$ cat src/rtl/instr_stream_encoder.sv
// Instruction stream encoder.
// Packs opcode and register/immediate fields into 16-bit instruction words
// and writes them into instruction memory. The core is held idle while a
// program is loading. It is released only when the program is complete and
// every opcode in it was legal.
module instr_stream_encoder #(
   parameter int ADDR_W = 8,
   parameter int ERR_W  = 4
) (
   input  logic              clk,
   input  logic              rst_n,
   input  logic              start,
   input  logic              in_valid,
   output logic              in_ready,
   input  logic [3:0]        in_opcode,
   input  logic [3:0]        in_fa,
   input  logic [3:0]        in_fb,
   input  logic [3:0]        in_fc,
   input  logic              in_last,
   output logic              mem_we,
   output logic [ADDR_W-1:0] mem_addr,
   output logic [15:0]       mem_wdata,
   output logic [ADDR_W:0]   prog_len,
   output logic [ERR_W-1:0]  err_cnt,
   output logic              bad_op,
   output logic              full,
   output logic              done,
   output logic              core_run
);

   localparam logic [1:0] ST_IDLE = 2'd0;
   localparam logic [1:0] ST_LOAD = 2'd1;
   localparam logic [1:0] ST_DONE = 2'd2;

   // prog_len is one bit wider than an address, so it can read DEPTH once
   // memory is full. Its low bits serve as the write pointer.
   localparam logic [ADDR_W:0]  LEN_ONE  = (ADDR_W+1)'(1);
   localparam logic [ADDR_W:0]  LAST_IDX = {1'b0, {ADDR_W{1'b1}}};
   localparam logic [ERR_W-1:0] ERR_ONE  = ERR_W'(1);
   localparam logic [ERR_W-1:0] ERR_MAX  = {ERR_W{1'b1}};

   logic [1:0]        state_q,    state_d;
   logic [ADDR_W:0]   prog_len_q, prog_len_d;
   logic [ERR_W-1:0]  err_cnt_q,  err_cnt_d;
   logic              bad_op_q,   bad_op_d;
   logic              full_q,     full_d;
   logic              mem_we_q,   mem_we_d;
   logic [ADDR_W-1:0] mem_addr_q, mem_addr_d;
   logic [15:0]       mem_wdata_q, mem_wdata_d;

   logic              op_legal;
   logic              beat_acc;
   logic [ADDR_W-1:0] wptr;

   assign wptr     = prog_len_q[ADDR_W-1:0];
   assign in_ready = (state_q == ST_LOAD);
   assign beat_acc = in_valid & in_ready;

   // Decode the opcode set the pipeline's decoder understands.
   always_comb begin
      op_legal = 1'b0;
      case (in_opcode)
         4'b0000, 4'b0001, 4'b0011, 4'b0111, 4'b1111: op_legal = 1'b1;
         default:                                     op_legal = 1'b0;
      endcase
   end

   // Next-state and next-output logic for the load session.
   always_comb begin
      // NOTE: every signal gets a default first so no path can leave one unassigned and infer a latch.
      state_d     = state_q;
      prog_len_d  = prog_len_q;
      err_cnt_d   = err_cnt_q;
      bad_op_d    = bad_op_q;
      full_d      = full_q;
      mem_we_d    = 1'b0;
      mem_addr_d  = mem_addr_q;
      mem_wdata_d = mem_wdata_q;

      case (state_q)
         ST_IDLE, ST_DONE: begin
            if (start) begin
               state_d    = ST_LOAD;
               prog_len_d = '0;
               err_cnt_d  = '0;
               bad_op_d   = 1'b0;
               full_d     = 1'b0;
            end
         end
         ST_LOAD: begin
            if (beat_acc) begin
               if (op_legal) begin
                  mem_we_d    = 1'b1;
                  mem_addr_d  = wptr;
                  mem_wdata_d = {in_opcode, in_fa, in_fb, in_fc};
                  prog_len_d  = prog_len_q + LEN_ONE;
                  if (prog_len_q == LAST_IDX) begin
                     full_d  = 1'b1;
                     state_d = ST_DONE;
                  end else if (in_last) begin
                     state_d = ST_DONE;
                  end
               end else begin
                  if (err_cnt_q != ERR_MAX) begin
                     err_cnt_d = err_cnt_q + ERR_ONE;
                  end
                  bad_op_d = 1'b1;
                  if (in_last) begin
                     state_d = ST_DONE;
                  end
               end
            end
         end
         default: state_d = ST_IDLE;
      endcase
   end

   // State and output registers. Reset aborts any session at once.
   always_ff @(posedge clk or negedge rst_n) begin
      if (!rst_n) begin
         state_q     <= ST_IDLE;
         prog_len_q  <= '0;
         err_cnt_q   <= '0;
         bad_op_q    <= 1'b0;
         full_q      <= 1'b0;
         mem_we_q    <= 1'b0;
         mem_addr_q  <= '0;
         mem_wdata_q <= '0;
      end else begin
         // NOTE: non-blocking assignments so every register samples pre-edge values.
         state_q     <= state_d;
         prog_len_q  <= prog_len_d;
         err_cnt_q   <= err_cnt_d;
         bad_op_q    <= bad_op_d;
         full_q      <= full_d;
         mem_we_q    <= mem_we_d;
         mem_addr_q  <= mem_addr_d;
         mem_wdata_q <= mem_wdata_d;
      end
   end

   assign mem_we    = mem_we_q;
   assign mem_addr  = mem_addr_q;
   assign mem_wdata = mem_wdata_q;
   assign prog_len  = prog_len_q;
   assign err_cnt   = err_cnt_q;
   assign bad_op    = bad_op_q;
   assign full      = full_q;
   assign done      = (state_q == ST_DONE);
   assign core_run  = done & ~bad_op_q;

endmodule

$ cat config.mk
export PLATFORM = sky130hd
export DESIGN_NAME = instr_stream_encoder
export DESIGN_NICKNAME = d
export VERILOG_FILES = /design/src/rtl/instr_stream_encoder.sv
export SDC_FILE = /design/constraint.sdc
export NUM_CORES = 1
export LEC_CHECK = 0
export BUFFER_PORTS_ARGS = -buffer_cell sky130_fd_sc_hd__buf_4
export CORE_MARGIN = 10
export CORE_UTILIZATION = 49
export CTS_CLUSTER_SIZE = 12
export DETAILED_ROUTE_END_ITERATION = 10
export GPL_TIMING_DRIVEN = 0
export PLACE_DENSITY = 0.79
export SETUP_SLACK_MARGIN = 0.5
export SLEW_MARGIN = 20
export SYNTH_ARGS = -nofsm -noshare
export SYNTH_HDL_FRONTEND = slang
export SYNTH_SLANG_ARGS = --single-unit
$ cat constraint.sdc
create_clock -name clk -period 1.95 [get_ports clk]
set_clock_uncertainty 0.05 [all_clocks]
set_input_delay 0.0975 -clock clk [delete_from_list [all_inputs] [get_ports clk]]
set_output_delay 0.0975 -clock clk [all_outputs]
set_load 0.005 [all_outputs]
# Yosys cells after proc, flatten, opt, wreduce, memory -nomap -nowiden
# Index checks and enable logic that the tools add are counted.
dict set report totals {
  reg_bits 42
  latch_bits 0
  ramBits 0
  mem_bits_ro 0
  inputBits 21
  word_cells 65
  mem_count 0
}
dict set report classes {
  n_addsub 2
  multipliers 0
  div 0
  magnitude_cmp 0
  eq_ne 14
  shifts 0
  muxes 27
  bitwise_logic 3
  n_reduce_logical 11
}
# cell n
set ops {}
lappend ops {{2-to-1 mux 9 bit} 3}
lappend ops {{case mux 9 bit (2 select lines)} 1}
lappend ops {{2-to-1 mux 4 bit} 4}
lappend ops {{2-to-1 mux 1 bit} 10}
lappend ops {{2-to-1 mux 2 bit} 5}
lappend ops {{AND reduction 5 bit} 2}
lappend ops {{adder 9 x 1 -> 9 bit (second input constant)} 1}
lappend ops {{equality test 9 x 8 -> 1 bit (second input constant)} 1}
lappend ops {{inequality test 2 x 1 -> 1 bit (second input constant)} 4}
lappend ops {{case mux 4 bit (2 select lines)} 1}
lappend ops {{AND reduction 4 bit} 2}
lappend ops {{OR reduction 5 bit} 1}
lappend ops {{adder 4 x 1 -> 4 bit (second input constant)} 1}
lappend ops {{equality test 4 x 1 -> 1 bit (second input constant)} 1}
lappend ops {{equality test 4 x 2 -> 1 bit (second input constant)} 1}
lappend ops {{equality test 4 x 3 -> 1 bit (second input constant)} 1}
lappend ops {{equality test 4 bit (second input constant)} 1}
lappend ops {{zero test 4 bit} 1}
lappend ops {{inequality test 2 bit (second input constant)} 2}
lappend ops {{inequality test 4 bit (second input constant)} 1}
lappend ops {{case mux 1 bit (2 select lines)} 2}
lappend ops {{case mux 2 bit (2 select lines)} 1}
lappend ops {{AND reduction 3 bit} 1}
lappend ops {{bitwise AND 1 bit} 2}
lappend ops {{7 further kinds} 7}

# Longest topological paths before layout
dict set report logic_depth {
  depth_word 6
  depth_mapped 7
}

# Worst setup path after synthesis
# Ideal clock, no wire load.
dict set report synth_timing {
  path_type {register -> register}
  start {register state_q[1]}
  end {register prog_len_q[7] (netlist: prog_len[7])}
  setup_ns 0.078
  arrival_time_ns 1.483
  required_time_ns 1.822
  setup_slack_ns 0.340
  stages_incl_launch_ff 6
  n_path_buf 1
  period_less_slack_ns 1.610
  cell_sequence {dfrtp_1 nand3b_2 nand4b_4 buf_6 or4_1 a21oi_1}
}
dict set report synth_via {
  elab_chain_len 4
  word_cells_on_any_way 11
}
# item line
set synth_rtl {}
lappend synth_rtl {{start, declared} 42} ;# logic [1:0] state_q, state_d;
lappend synth_rtl {{start signal, assigned} 131} ;# state_q <= state_d;
lappend synth_rtl {{equality test 2 x 1 -> 1 bit, or another cell as far along} {56, 80}}
lappend synth_rtl {{bitwise AND 1 bit or OR reduction 2 bit (tied branches)} {57, 80}}
lappend synth_rtl {{inequality test 2 x 1 -> 1 bit (no source line), or another cell as far along} n/a}
lappend synth_rtl {{AND reduction 4 bit (no source line)} n/a}
lappend synth_rtl {{end signal, assigned} 132} ;# prog_len_q <= prog_len_d;
lappend synth_rtl {{end, declared} 43} ;# logic [ADDR_W:0] prog_len_q, prog_len_d;
# Parallel ways exist; a longest one is shown, timed or not.
# A chain may end at the register's enable or synchronous reset.

# Worst setup path after layout
dict set report layout_timing {
  start {register state_q[1]}
  end {register prog_len_q[5] (netlist: prog_len[5])}
}
# The elaborated chain is that of the path after synthesis.

==> metrics.md <==
| Metric | Value |
|---|---|
| Status | finished clean |
| # port buffers | 63 |
| Initial core utilization | between 50% and 60% |
| Gate power share | 39.2% |
| HP Class | in -> reg |
| Total GRT Usage | 17.0% |
| Worst R2R End | prog_len[5]$_DFFE_PN0P_ |
| Final setup margin | 0.329 ns |
| Synth-to-layout area growth | 55.1% |
| First-pass GRT wire length | a little under 9000 um |
| Period utilisation layout | 83.1% |
| CP top delay family | simple AND/OR/NAND/NOR gates |
| Clock sinks | between 40 and 50 |
| Post-synthesis area per instance | 9.36 um^2 |
| R2r setup slk | between 0.3 and 0.4 ns |
| Peak supply drop | around 0.00073 V |
| Switching share of power | roughly a third |
| Sequential Power Share | 40.0% |
| Syn Inst Count | roughly 200 |
| Share of the synthesized area in the top cell type | between 50% and 60% |
| Crit-path cells | nand3b_4 > nand4b_4 > buf_4 > or4_1 > a21oi_1 |
| Leak | around 1.5 nW |
| Yosys top cell by area | dfrtp_1 |
| Clk root buf | clkbuf_8 |
| Max incr delay on CP | 0.46 ns |
| Clk_lat worst skew | around 0.3 ns |
| Critical path depth | 5 |
| Post-route setup TNS | 0 ns |
| Critical path endpoint | prog_len[5]$_DFFE_PN0P_ |
| Fin cells | between 300 and 400 |
| RSZ-0062 raised after global routing | yes |
| Pre-antenna DRT Iters | 4 |
| Gp weighted congestion | 0.770 |
| Reg-to-reg startpoint | state_q[1]$_DFFE_PN0P_ |
| CTS tree | built |
| CP startpoint | state_q[1]$_DFFE_PN0P_ |
| Largest fanout on the critical path | 2 |
| Bufs on Longest Clock Path | 2 |
| Share of flip-flops with an asynchronous set or reset | 100% |
| Worst-Margin Slew | around 0.52 ns |
| Final setup vio count | 0 |
| Max-slew violations | 0 |
| Hold Slack | between 0.015 and 0.02 ns |
| EDFF count, synth | 0 |
| Kind of critical path | reg -> reg |
| CTS buffer count | 5 |
| YS warnings | 0 |
| Largest net degree at the start of global routing | between 40 and 50 |
| DP HPWL | 3560 um |
| DRC viols | 0 |
| Die area | 0.00659 mm^2 |
| Max-Cap Viols | 0 |
| Psw | ~1.1 mW |
| DR WL/cell | roughly 16 um |
| Worst path required time | around 2.1 ns |
| Worst R2R Path Depth | 5 |
| Ant. Diodes | 0 |
| Final Util | between 70% and 80% |
| Post-synthesis cell type count | 32 |
| Top FF cell, synth | dfrtp_1 |
| CP Launch Type | flip-flop |
| H-tree levels | 2 |
| Slew HR | 65.3% |
| Fill count | approximately 260 |
| Layout cells sized above 1 | a little over a third |
| Top cells by area, synth | dfrtp_1 (57%), nand2_1 (16%), nand3_1 (3.8%), ha_1 (2.0%), nand2b_1 (1.7%) |
| Internal power | roughly 2.3 mW |
| Initial antenna violation count | 0 |
| Die Width | approximately 81 um |
| Site Rows | 22 |
| Syn Nets | 220 |
| Top post-synthesis cells by count | nand2_1 (77), dfrtp_1 (42), nand3_1 (14) |
| Die height | around 80 um |
| First DRT Iteration DRCs | around 190 |
| Highest-delay cell along the critical path | or4_1 |
| Core Region | around 0.0036 mm^2 |
| Inst Count DP | a little over 300 |
| Min Tclk post-route | between 1.5 and 2 ns |
| WP data arrival | 1.79 ns |
| Number of global-route vias before repair | 1823 |
| Routed vias | about 1800 |
| Post-Place Setup Slack | about 0.3 ns |
| Clock Power Share | 20.9% |
| Antenna Nets Post-Route | 0 |
| CP endpoint kind | flip-flop |
| PD cells | approximately 1200 mW/mm^2 |
| Crit path buf inv count | 1 |
| Nets | 321 |
| Routed WL | 5370 um |
| Final Hold Vio Count | 0 |
| Reg clk slew, reported paths | approximately 0.070 ns |
| Synth Register Bits | 42 |
| Seq/Total Area, Yosys | between 50% and 60% |
| # IOs | 64 |
| Most frequent cell after synthesis | nand2_1 |
| Drt via density | ~5.2 |
| Fmax | between 600 and 700 MHz |
| Overflow after GRT | 0 |
| Synthesized cell area | ~0.0018 mm^2 |
worst reg2reg max path, cell delays in order, from the launching register on:
cell	delay, ns
dfrtp_1	0.38
nand3b_4	0.16
nand4b_4	0.18
buf_4	0.15
or4_1	0.46
a21oi_1	0.16
layout make-up:
cell class / count / area [um^2] / share of cell area, %
clock buffer: 6 / 82.6 / 2.90
buffer: 7 / 65.1 / 2.29
clock inverter: 1 / 30.0 / 1.05
timing repair buffer: 94 / 751 / 26.4
inverter: 5 / 20.0 / 0.703
sequential: 42 / 1060 / 37.1
multi-input combinational: 142 / 782 / 27.5
tap: 48 / 60.1 / 2.11
registers in the layout, indices dropped and copies added, names as in the netlist:
name and count:
full 1, state_q 2, prog_len 9, mem_wdata 16
err_cnt 4, mem_we 1, bad_op 1, mem_addr 8
cell families (layout without fill, tap and decap cells):
family	count (synthesis)	in the layout	synth area share, %
flops	42	42	57.3
compound gates	19	19	6.54
mux	4	4	2.25
simple gates	116	116	28.9
fa+ha+maj	3	3	2.05
buf+inv	12	113	3.00
worst min-delay path by stage:
| stage | start | endpoint | cells after the start |
|---|---|---|---|
| after floorplan | rst_n | bad_op$_DFFE_PN0P_ | 0 |
| after global placement | rst_n | mem_wdata[11]$_DFFE_PN0P_ | 1 |
| after detailed placement | rst_n | mem_wdata[8]$_DFFE_PN0P_ | 1 |
| after CTS | in_last | state_q[1]$_DFFE_PN0P_ | 3 |
| after global routing | in_last | state_q[1]$_DFFE_PN0P_ | 3 |
| final | in_last | state_q[1]$_DFFE_PN0P_ | 3 |
routing by layer:
| layer | up-vias | wire length [um] | GRT usage [%] |
|---|---|---|---|
| met5 | - | 0 | 0 |
| met3 | 24 | 365 | 5.30 |
| met4 | 0 | 195 | 9.17 |
| met1 | 843 | 2130 | 18.5 |
| li1 | 855 | - | - |
| met2 | 71 | 2680 | 29.1 |
cell usage in the layout, fill, tap and decap left out, drive strengths merged, types with 4 or more instances in the layout:
master,n
o21ai,5
clkbuf,7
nand3,14
inv,4
dfrtp,42
nand2b,5
nor2,5
dlygate4sd3,18
buf,82
nand2,77
a21oi,4
what timing repair did:
action,in CTS,in global routing
hold buffers,18,0
setup endpoints to repair,39,36
pin swaps,2,2
cloned,1,1
gates resized for setup,11,22
hold endpoints to repair,59,0
buffers inserted,5,6
through the flow:
stage          total power [mW]  instance area (um^2)
2_1_floorplan              1.78                  1850
5_1_grt                    3.58                  2850
3_5_place_dp               2.42                  2380
6_report                   3.35                  2850
3_3_place_gp               2.38                  2380
4_1_cts                    3.23                  2740
power groups by stage:
| stage | sequential, mW | clock, mW | combinational, mW |
|---|---|---|---|
| floorplan | 1.37 | 0 | 0.414 |
| global placement | 1.36 | 0 | 1.02 |
| detailed placement | 1.37 | 0 | 1.05 |
| CTS | 1.35 | 0.711 | 1.17 |
| global route | 1.37 | 0.746 | 1.47 |
| finish | 1.34 | 0.699 | 1.31 |
(Power assumes the default switching activity.)
